### src/rtl/multicycle_datapath.sv
// Multi-cycle 24-bit-instruction datapath: fetch over a request/valid handshake,
// then decode, execute and write back over several cycles.
//
// state       | meaning
// S_FETCH     | fetch_req high, wait for inst_valid, latch IR
// S_DECODE    | read operands into A/B, HALT class exits here
// S_EXECUTE   | ALU op + flag update, or branch-if-zero pc update
// S_WRITEBACK | write alu_res to rd, pc+1
// S_HALT      | absorbing, only reset leaves
module multicycle_datapath #(
  parameter int DATA_W = 24,
  parameter int PC_W   = 16
) (
  input  logic              clk,
  input  logic              rst,
  output logic              fetch_req,
  input  logic              inst_valid,
  input  logic [23:0]       inst,
  output logic [PC_W-1:0]   pc,
  output logic [DATA_W-1:0] alu_res,
  output logic [3:0]        flags,
  output logic              halted,
  input  logic [3:0]        dbg_addr,
  output logic [DATA_W-1:0] dbg_data
);

  localparam int MSB = DATA_W - 1;

  typedef enum logic [2:0] {
    S_FETCH,
    S_DECODE,
    S_EXECUTE,
    S_WRITEBACK,
    S_HALT
  } state_t;

  state_t            r_state;
  state_t            w_state_nxt;
  logic [23:0]       r_ir;
  logic [PC_W-1:0]   r_pc;
  logic [DATA_W-1:0] r_regs [16];
  logic [DATA_W-1:0] r_a;
  logic [DATA_W-1:0] r_b;
  logic [DATA_W-1:0] r_alu_res;
  logic [3:0]        r_flags;

  logic [1:0]        w_cls;
  logic [1:0]        w_op;
  logic [3:0]        w_rd;
  logic [3:0]        w_rn;
  logic [3:0]        w_rm;
  logic [11:0]       w_imm12;
  logic [DATA_W-1:0] w_imm_sext;
  logic [DATA_W-1:0] w_rd_a;
  logic [DATA_W-1:0] w_rd_b;
  logic [PC_W-1:0]   w_pc_off;
  logic [PC_W-1:0]   w_pc_inc;
  logic [PC_W-1:0]   w_pc_br;
  logic [DATA_W:0]   w_sum;
  logic [DATA_W:0]   w_diff;
  logic [DATA_W-1:0] w_res;
  logic              w_c;
  logic              w_v;

  assign w_cls   = r_ir[23:22];
  assign w_op    = r_ir[21:20];
  assign w_rd    = r_ir[19:16];
  assign w_rn    = r_ir[15:12];
  assign w_rm    = r_ir[11:8];
  assign w_imm12 = r_ir[11:0];

  assign w_imm_sext = DATA_W'($signed(w_imm12));
  assign w_pc_off   = PC_W'($signed(w_imm12));
  assign w_pc_inc   = r_pc + PC_W'(1);
  assign w_pc_br    = r_pc + w_pc_off;

  assign w_rd_a   = (w_rn == 4'd0) ? '0 : r_regs[w_rn];
  assign w_rd_b   = (w_rm == 4'd0) ? '0 : r_regs[w_rm];
  assign dbg_data = (dbg_addr == 4'd0) ? '0 : r_regs[dbg_addr];

  assign pc      = r_pc;
  assign alu_res = r_alu_res;
  assign flags   = r_flags;

  // One extra bit catches carry-out on add and borrow on sub.
  assign w_sum  = {1'b0, r_a} + {1'b0, r_b};
  assign w_diff = {1'b0, r_a} - {1'b0, r_b};

  always_comb begin
    w_res = '0;
    w_c   = 1'b0;
    w_v   = 1'b0;
    case (w_op)
      2'b00: begin
        w_res = w_sum[MSB:0];
        w_c   = w_sum[DATA_W];
        w_v   = (r_a[MSB] == r_b[MSB]) && (w_sum[MSB] != r_a[MSB]);
      end
      2'b01: begin
        w_res = w_diff[MSB:0];
        w_c   = ~w_diff[DATA_W];
        w_v   = (r_a[MSB] != r_b[MSB]) && (w_diff[MSB] != r_a[MSB]);
      end
      2'b10:   w_res = r_a & r_b;
      default: w_res = r_a | r_b;
    endcase
  end

  always_ff @(posedge clk or negedge rst) begin
    if (!rst) r_state <= S_FETCH;
    else      r_state <= w_state_nxt;
  end

  always_comb begin
    w_state_nxt = r_state;
    fetch_req   = 1'b0;
    halted      = 1'b0;
    case (r_state)
      S_FETCH: begin
        fetch_req = 1'b1;
        if (inst_valid) w_state_nxt = S_DECODE;
      end
      S_DECODE:    w_state_nxt = (w_cls == 2'b11) ? S_HALT : S_EXECUTE;
      S_EXECUTE:   w_state_nxt = (w_cls == 2'b10) ? S_FETCH : S_WRITEBACK;
      S_WRITEBACK: w_state_nxt = S_FETCH;
      S_HALT:      halted = 1'b1;
      default:     w_state_nxt = S_FETCH;
    endcase
  end

  always_ff @(posedge clk or negedge rst) begin
    if (!rst) begin
      r_pc      <= '0;
      r_ir      <= '0;
      r_a       <= '0;
      r_b       <= '0;
      r_alu_res <= '0;
      r_flags   <= '0;
    end else begin
      case (r_state)
        S_FETCH: if (inst_valid) r_ir <= inst;
        S_DECODE: begin
          r_a <= w_rd_a;
          r_b <= (w_cls == 2'b00) ? w_rd_b : w_imm_sext;
        end
        S_EXECUTE: begin
          // Branch tests Z left by the most recent ALU instruction.
          if (w_cls == 2'b10) begin
            r_pc <= r_flags[2] ? w_pc_br : w_pc_inc;
          end else begin
            r_alu_res <= w_res;
            r_flags   <= {w_res[MSB], (w_res == '0), w_c, w_v};
          end
        end
        S_WRITEBACK: r_pc <= w_pc_inc;
        default: ;
      endcase
    end
  end

  always_ff @(posedge clk or negedge rst) begin
    if (!rst) begin
      for (int i = 0; i < 16; i++) r_regs[i] <= '0;
    end else if ((r_state == S_WRITEBACK) && (w_rd != 4'd0)) begin
      r_regs[w_rd] <= r_alu_res;
    end
  end

endmodule

### config.mk
export PLATFORM = sky130hd
export DESIGN_NAME = multicycle_datapath
export DESIGN_NICKNAME = d
export VERILOG_FILES = /design/src/rtl/multicycle_datapath.sv
export SDC_FILE = /design/constraint.sdc
export NUM_CORES = 1
export LEC_CHECK = 0
export ABC_CLOCK_PERIOD_IN_PS = 5450
export BUFFER_PORTS_ARGS = -buffer_cell sky130_fd_sc_hd__buf_2
export CAP_MARGIN = 25
export CORE_MARGIN = 2
export CORE_UTILIZATION = 55
export DETAILED_ROUTE_END_ITERATION = 10
export PLACE_DENSITY = 0.72
export SETUP_SLACK_MARGIN = 0.4
export SYNTH_ARGS = -nofsm -noshare
export SYNTH_HDL_FRONTEND = slang
export SYNTH_SLANG_ARGS = --single-unit
### constraint.sdc
create_clock -name clk -period 5.45 [get_ports clk]
set_input_delay 0.2725 -clock clk [delete_from_list [all_inputs] [get_ports clk]]
set_output_delay 0.2725 -clock clk [all_outputs]
set_load 0.02 [all_outputs]
==> results of run 1 <==
[routing by layer]
| layer | vias up | global-route usage [%] | share of wire (%) |
|---|---|---|---|
| met5 | - | 0 | 0.014 |
| met4 | 2 | 11.0 | 3.4 |
| met3 | 203 | 6.97 | 9.0 |
| met2 | 1037 | 48.8 | 47 |
| met1 | 11822 | 43.1 | 40 |
| li1 | 9241 | - | - |
[flip-flops by register name, summed over array words and instances, names as in the netlist]
signal / flops
flags: 3
r_a: 24
r_ir: 24
r_b: 24
r_state: 3
pc: 16
r_regs: 384
alu_res: 24
[Yosys cell counts, drive strengths merged (5+ instances only)]
library cell	instances
or4	5
nand4	10
nand2	129
o31a	5
mux2	364
a22oi	16
a31oi	5
o22ai	31
xnor2	15
a21o	10
clkbuf	188
inv	104
o31ai	9
nor2	78
and2	9
o211ai	12
o21bai	5
or3	14
nand3	19
a21oi	93
xor2	11
o21a	7
o21ai	99
ha	95
a221oi	12
mux2i	15
nand2b	11
buf	37
a211oi	16
nor3b	5
nor4	8
mux4	359
nor3	24
dfrtp	502
nor2b	39
[metrics by stage]
stage / cells / util, % / worst slack (ns) / total power, mW / hold slack [ns]
2_1_floorplan: 2415 / - / 1.90 / 12.5 / -0.0231
3_3_place_gp: 3085 / 57.7 / 1.47 / 15.0 / 0.380
3_5_place_dp: 3088 / 57.9 / 1.41 / 15.3 / 0.387
4_1_cts: 3214 / 61.6 / 1.36 / 19.2 / 0.308
5_1_grt: 3216 / 61.6 / 1.13 / 20.2 / 0.356
6_report: 3217 / 61.6 / 1.28 / 19.2 / 0.280
[cells by family (layout without fill, tap and decap cells)]
group	Yosys count	in the layout	share of synthesized area [%]
buffers and inverters	329	374	3.95
adder cells (fa/ha/maj)	98	98	3.95
other	0	1	0
multiplexers	738	738	39.0
flip-flops	502	502	39.7
XOR/XNOR	26	26	0.720
AO/OA/AOI/OAI	358	358	7.15
AND/OR/NAND/NOR	364	364	5.49
[area by class of cell]
class | instances | area [um2]
clock buffer | 75 | 1530
clock inverter | 26 | 307
antenna | 1 | 2.50
sequential | 502 | 12600
timing repair buffer | 169 | 1230
fill | 4303 | 21700
tap | 756 | 946
multi-input combinational | 1584 | 17900
inverter | 104 | 390
[power breakdown]
group	total [mW]	switching, mW	leakage [nW]	internal [mW]
Combinational	8.59	4.43	7.60	4.16
Sequential	6.81	1.97	6.74	4.84
Clock	3.81	1.60	0.902	2.21
[worst paths after layout]
check                            start     endpoint  cells after the start
min in group clk              inst[21]     r_ir[21]                      4
max in group asynchronous          rst      r_ir[9]                      3
min reg2reg                r_regs[374]  r_regs[374]                      0
min                                rst   r_regs[25]                      2
max reg2reg                     r_b[0]     flags[2]                     13
max                             r_b[0]     flags[2]                     13
==> flow_summary.ini, run 1 <==
[timing]
hold_viol_final = 0
rsz0062_at_grt = false
max_freq_mhz = 240
fin_skew_ns = 0.0182
setup_viol = 0
tightest_slew_ns = 1.11
fin_setup_tns_ns = 0
period_needed_ns = 4.17
finalCritPeriodShare_pct = 76.6
drv_slew = 0
max_slew_margin_pct = 25.9

[setup_path]
startpoint_type = flip-flop
crit_family = compound AO/OA/AOI/OAI gates
cp_cell_sequence = ha_1, fa_1, a211oi_1, o21ai_0, a22oi_1, a211o_1, a22oi_1, xnor2_1, mux2i_1, nor4b_1, nand4_1, or4_1, o21ai_1
reg2reg_setup_slack_ns = 1.28
timing.critical_path.buf_inv = 0
worstSetupPathType = flip-flop to flip-flop
worstSetupEndpointType = flip-flop
critPathMaxFanout = 5
crit_path_top_delay_cell = a22oi_1
max_stage_delay_ns = 0.59
worstPathRequired_ns = 6.00
arrival_ns = 4.72
cpMostUsedCell = a22oi_1

[yosys]
synth_top_cell_by_area = dfrtp_1
avgSynthCellArea_um2 = 13.1
synthArstFlopShare_pct = 100
ys_seq_elements = 502
syn_nets = 2544
synthCells = 2415
ys.flop_type = dfrtp_1
ys_types = 74
synth_area_mm2 = 0.0316
ys_warn_count = 0
yosys.area.top_type_share_pct = 39.7
synthTopCellsByArea = dfrtp_1, mux4_2, mux2_2
yosysSeqAreaShare_pct = 39.7
synth_edf_count = 0

[clock_tree]
path_clk_slew_ns = 0.06
cts_tree = yes
cts.sinks = 502
post_cts_buffers = 0
cts_inserted_buffers = 55
cts_buffer_depth = 3
ctsHoldBuffers = 25
htree_num_levels = 2
cts_resized = 0
clk_root_buffer_cell = clkbuf_16
clock_latency_ns = 0.63

[floorplanning]
fp.dieW_um = 244
core-area_mm2 = 0.0566
start_util_pct = 55.9
ioPinCount = 101
fp.dieArea_mm2 = 0.0594
rows = 87
die_y_um = 244

[routing]
post_drt_wl_per_cell_um = 28.4
finalWirelength_um = 91300
vias_per_cell = 6.93
remaining_drc_errors = 0
drt_iter0_drc = 2421
vias = 22305
postRouteAntennaNets = 0
dr.pass1.iters = 6

[finish]
final_common_cell = dfrtp_1
final_nets = 2545
drive_above_1_share_pct = 40.4
finalInstanceArea_mm2 = 0.0349
synthToLayoutAreaGrowth_pct = 10.3
final_cell_mix = dfrtp_1, mux2_2, mux4_2

[placed_design]
io_buffers = 100
gp_congestion = 0.912
place_area_mm2 = 0.0328
place_hpwl_um = 58200

[global_routing]
grt_overflow = 0
grt_pass1_wl_um = 139000
grt_start_max_net_pins = 122
grt_pass1_vias = 22659
grt_use_total_pct = 31.1
antenna_found_initial = 1

[job]
max_cap_violations = 0

[power_and_ir_drop]
powerDensity_mw_per_mm2 = 551
leakage_nw = 15.2
ir_worst_vdd_v = 0.000529

[outcome]
status = finished clean

[hold_path]
hp-class = input pin to async pin
(Power assumes the default switching activity.)
==> run 2, diff against run 1 <==
ABC_CLOCK_PERIOD_IN_PS = 3900   (was 5450)
clock period = 3.9 ns   (was 5.45 ns; I/O delays follow)
==> run 2 against run 1 <==
Against the previous run:
- sequential cell count unchanged
- via count is 1.8% higher
- wire length is 2.5% higher
- largest cell class unchanged
- maximum frequency grew 10%
- clock skew grew 0.016 ns
- sequential share of layout area down 0.96 points
- critical path depth is the same
- clock power grew 46%
- total power grew 47%
- non-clock buffer count grew 70
==> flow_summary.ini, run 2 (synthesized netlist as in run 1, its figures left out) <==
[outcome]
status = finished clean

[clock_tree]
path_clk_slew_ns = 0.06
clock_latency_ns = 0.64
cts_buffer_depth = 3
cts.sinks = 502
cts_inserted_buffers = 56
htree_num_levels = 2
cts_tree = yes
clk_root_buffer_cell = clkbuf_16

[setup_path]
worstPathRequired_ns = 4.44
startpoint_type = flip-flop
worstSetupEndpointType = flip-flop
arrival_ns = 4.32
critPathMaxFanout = 3
worstSetupPathType = flip-flop to flip-flop

[floorplanning]
ioPinCount = 101
start_util_pct = 55.9
die_y_um = 244
core-area_mm2 = 0.0566
fp.dieArea_mm2 = 0.0594
rows = 87
fp.dieW_um = 244

[timing]
fin_skew_ns = 0.0345
setup_slack_ns = 0.120
finalCritPeriodShare_pct = 96.9
fin_setup_tns_ns = 0
tightest_slew_ns = 1.13
rsz0062_at_grt = true
max_freq_mhz = 265
worst_hold_slack_ns = 0.199
hold_viol_final = 0
drv_slew = 0
setup_viol = 0
period_needed_ns = 3.78
max_slew_margin_pct = 24.4

[routing]
vias_per_cell = 6.90
remaining_drc_errors = 0
vias = 22710
postRouteAntennaNets = 0
finalWirelength_um = 93600
dr.pass1.iters = 6
drt_iter0_drc = 2521
post_drt_wl_per_cell_um = 28.4

[finish]
final_common_cell = dfrtp_1
final_nets = 2616
drive_above_1_share_pct = 43.9
synthToLayoutAreaGrowth_pct = 13.4
final_cell_mix = dfrtp_1, mux2_2, mux4_2
finalInstanceArea_mm2 = 0.0358
final_core_util_pct = 63.3
n_fill_cell = 4203
stdcell_count = 3290
largest_reg_flops = 384
largest-register = r_regs

[power_and_ir_drop]
powerDensity_mw_per_mm2 = 787
leakage_nw = 15.7
power_mw = 28.2
ir_worst_vdd_v = 0.000900

[global_routing]
grt_overflow = 0
grt_pass1_vias = 23338
antenna_found_initial = 5
grt_use_total_pct = 32.0
grt_start_max_net_pins = 108
grt_pass1_wl_um = 144000

[placed_design]
dp_slack_ns = -0.118
place_area_mm2 = 0.0333
placed_cells = 3149
io_buffers = 100
gp_congestion = 0.908
place_hpwl_um = 59700

[job]
max_cap_violations = 0

[hold_path]
hp-class = input pin to async pin
## run 2: cell count changes in the layout (fill, tap and decap cells not counted), moves of 4 or more
cell      delta
buf_4       +67
clkinv_2     -5
ha_1         -5
inv_1        -5
inv_2        +5
o21ai_0      -5
o21ai_1      +5
o31ai_1      -5
o31ai_2      +5
buf_12       +4
clkbuf_8     +4
## run 2: routing by layer
layer	part of all wire, %	track usage (%)
met5	0.014	0
met4	3.7	11.5
met3	9.5	7.90
met2	47	49.3
met1	40	44.7
## run 2: layout make-up
class / count / area [um2] / area share, %
multi-input combinational: 1584 / 18200 / 50.8
sequential: 502 / 12600 / 35.1
timing repair buffer: 239 / 1790 / 4.99
clock buffer: 80 / 1630 / 4.56
tap: 756 / 946 / 2.64
inverter: 104 / 390 / 1.09
clock inverter: 24 / 307 / 0.855
antenna: 1 / 2.50 / 0.00698
## run 2: worst max-delay path, stage by stage (launching register included)
cell and delay, ns:
dfrtp_1 0.40, inv_2 0.09, ha_4 0.20, or4_4 0.55, or3_4 0.36, a311oi_4 0.34
o31ai_2 0.13, a21o_1 0.19, a21oi_2 0.18, o2111ai_2 0.17, nor4b_4 0.31, nand4_1 0.16
or4_1 0.49, o21ai_1 0.12
## run 2: worst paths after layout
| kind | startpoint | endpoint | slack [ns] | cells past startpoint |
|---|---|---|---|---|
| worst max register to register | r_b[9] | flags[2] | 0.12 | 13 |
| max in group asynchronous | rst | r_regs[376] | 2.61 | 3 |
| worst min-delay path | rst | r_regs[74] | 0.20 | 2 |
| min in group clk | inst_valid | r_ir[1] | 0.31 | 4 |
| worst min register to register | r_regs[373] | r_regs[373] | 0.42 | 0 |
| worst max-delay path | r_b[9] | flags[2] | 0.12 | 13 |
## run 2: where the power goes
group / leakage (nW) / switching [mW] / internal (mW)
registers: 6.73 / 2.61 / 6.76
clock network: 0.937 / 2.33 / 3.26
logic: 8.02 / 6.78 / 6.48
## run 2: what timing repair did
item	in CTS	in global routing
hold endpoints to repair	122	0
endpoints found under the setup margin	4	7
resized for setup	24	39
buffers inserted	8	3
hold buffers	25	0
pin swaps	9	16
gates cloned	0	0
==> run 3, diff against run 2 <==
ABC_CLOCK_PERIOD_IN_PS = 4400   (was 3900)
clock period = 4.4 ns   (was 3.9 ns; I/O delays follow)
==> run 3 against run 2 <==
Against the previous run:
- sequential power shrank 13%
- maximum frequency shrank 2.8%
- sequential cell count is the same
- worst setup slack gained 0.39 ns
- core utilization shrank 0.72 points
==> flow_summary.ini, run 3 (synthesized netlist as in run 1, its figures left out) <==
[outcome]
status = finished clean

[setup_path]
worstSetupEndpointType = flip-flop
reg2regPathDepth = 13
critPathMaxFanout = 4
r2r-end = flags[2]
startpoint_type = flip-flop
reg2reg_setup_slack_ns = 0.51
arrival_ns = 4.43
r2r-start = r_a[9]
worstPathRequired_ns = 4.94
worstSetupPathType = flip-flop to flip-flop

[global_routing]
grt_overflow = 0
antenna_found_initial = 1
grt_use_total_pct = 31.4
grt_start_max_net_pins = 112
grt_pass1_wl_um = 141000
grt_pass1_vias = 22960

[timing]
finalCritPeriodShare_pct = 88.4
max_slew_margin_pct = 33.2
fin_skew_ns = 0.0360
period_needed_ns = 3.89
setup_viol = 0
tightest_slew_ns = 1.00
drv_slew = 0
max_freq_mhz = 257
rsz0062_at_grt = true
fin_setup_tns_ns = 0
hold_viol_final = 0

[clock_tree]
path_clk_slew_ns = 0.06
cts.sinks = 502
cts_tree = yes
clock_latency_ns = 0.64
htree_num_levels = 2
clk_root_buffer_cell = clkbuf_16
cts_buffer_depth = 3
cts_inserted_buffers = 55

[placed_design]
io_buffers = 100
gp_congestion = 0.911
place_area_mm2 = 0.0329
place_hpwl_um = 58800

[floorplanning]
ioPinCount = 101
start_util_pct = 55.9
rows = 87
fp.dieW_um = 244
die_y_um = 244
fp.dieArea_mm2 = 0.0594
core-area_mm2 = 0.0566

[job]
max_cap_violations = 0

[hold_path]
hp-class = input pin to async pin

[finish]
final_common_cell = dfrtp_1
drive_above_1_share_pct = 42.3
largest-register = r_regs
largest_reg_flops = 384
final_nets = 2570
synthToLayoutAreaGrowth_pct = 12.1
n_fill_cell = 4234
finalInstanceArea_mm2 = 0.0354
final_cell_mix = dfrtp_1, mux2_2, mux4_2

[routing]
finalWirelength_um = 92000
drt_iter0_drc = 2392
vias_per_cell = 6.94
remaining_drc_errors = 0
post_drt_wl_per_cell_um = 28.4
postRouteAntennaNets = 0
dr.pass1.iters = 6
vias = 22465

[power_and_ir_drop]
ir_worst_vdd_v = 0.000791
leakage_nw = 15.5
powerDensity_mw_per_mm2 = 698
power_mw = 24.7
run 3: cell count changes in the layout (fill, tap and decap cells not counted), moves of 3 or more:
cell,before,now
a21oi_1,88,91
buf_12,13,10
bufinv_16,5,14
clkbuf_8,12,7
o31ai_2,5,2
buf_4,102,59
a21oi_2,5,2
o31ai_1,4,7
clkinv_2,9,5
run 3: worst max path at each step:
stage	from	end	slack, ns	cells past startpoint
finish	r_a[9]	flags[2]	0.51	13
global route	r_a[0]	flags[2]	0.37	14
CTS	r_a[0]	flags[2]	0.42	14
detailed placement	r_a[0]	flags[2]	0.31	14
global placement	r_a[0]	flags[2]	0.36	14
floorplan	r_a[9]	flags[2]	0.85	14
run 3: layout make-up:
cell class	instances	area [um2]	share of cell area (%)
flip-flops and latches	502	12600	35.5
multi-input cells	1584	18000	50.9
inverters	104	390	1.10
clock inverters	26	508	1.43
diodes	1	2.50	0.00706
clock buffers	72	1530	4.32
repair buffers	194	1430	4.04
well taps	756	946	2.67
run 3: what timing repair did:
action | 4_1_cts | 5_1_grt
gates resized for setup | 3 | 36
pin swaps | 0 | 16
buffers inserted | 0 | 11
endpoints found under the setup margin | 1 | 2
hold buffers | 25 | 0
endpoints found under the hold margin | 123 | 0
run 3: per-layer routing:
| metal | part of all wire [%] | vias up | routed length [um] | track usage (%) |
|---|---|---|---|---|
| met5 | 0 | - | 0 | 0 |
| met4 | 2.8 | 0 | 2600 | 10.3 |
| met3 | 9.8 | 171 | 8990 | 7.05 |
| met2 | 47 | 1104 | 43000 | 48.8 |
| met1 | 41 | 11873 | 37500 | 44.3 |
| li1 | - | 9317 | - | - |
run 3: critical path, stage by stage (launching register included):
cell,delay [ns]
dfrtp_1,0.39
inv_1,0.08
ha_1,0.31
or4_4,0.56
or3_4,0.36
a311oi_4,0.30
nor3_2,0.13
o41ai_2,0.39
a21oi_2,0.11
mux2i_1,0.19
xor2_1,0.17
mux2i_1,0.11
or4_4,0.55
o21ai_2,0.14
run 3: metrics by stage:
stage	instances	worst slack (ns)	hold slack (ns)	utilization, %
3_5_place_dp	3103	0.309	0.331	58.1
5_1_grt	3238	0.366	0.304	62.6
2_1_floorplan	2415	0.851	-0.0756	-
4_1_cts	3226	0.422	0.262	62.2
3_3_place_gp	3101	0.362	0.320	58.0
6_report	3239	0.509	0.232	62.6
run 3: where the power goes:
part	internal [mW]	switching, mW
Sequential	6.00	2.16
Clock	3.26	2.00
Combinational	5.39	5.93
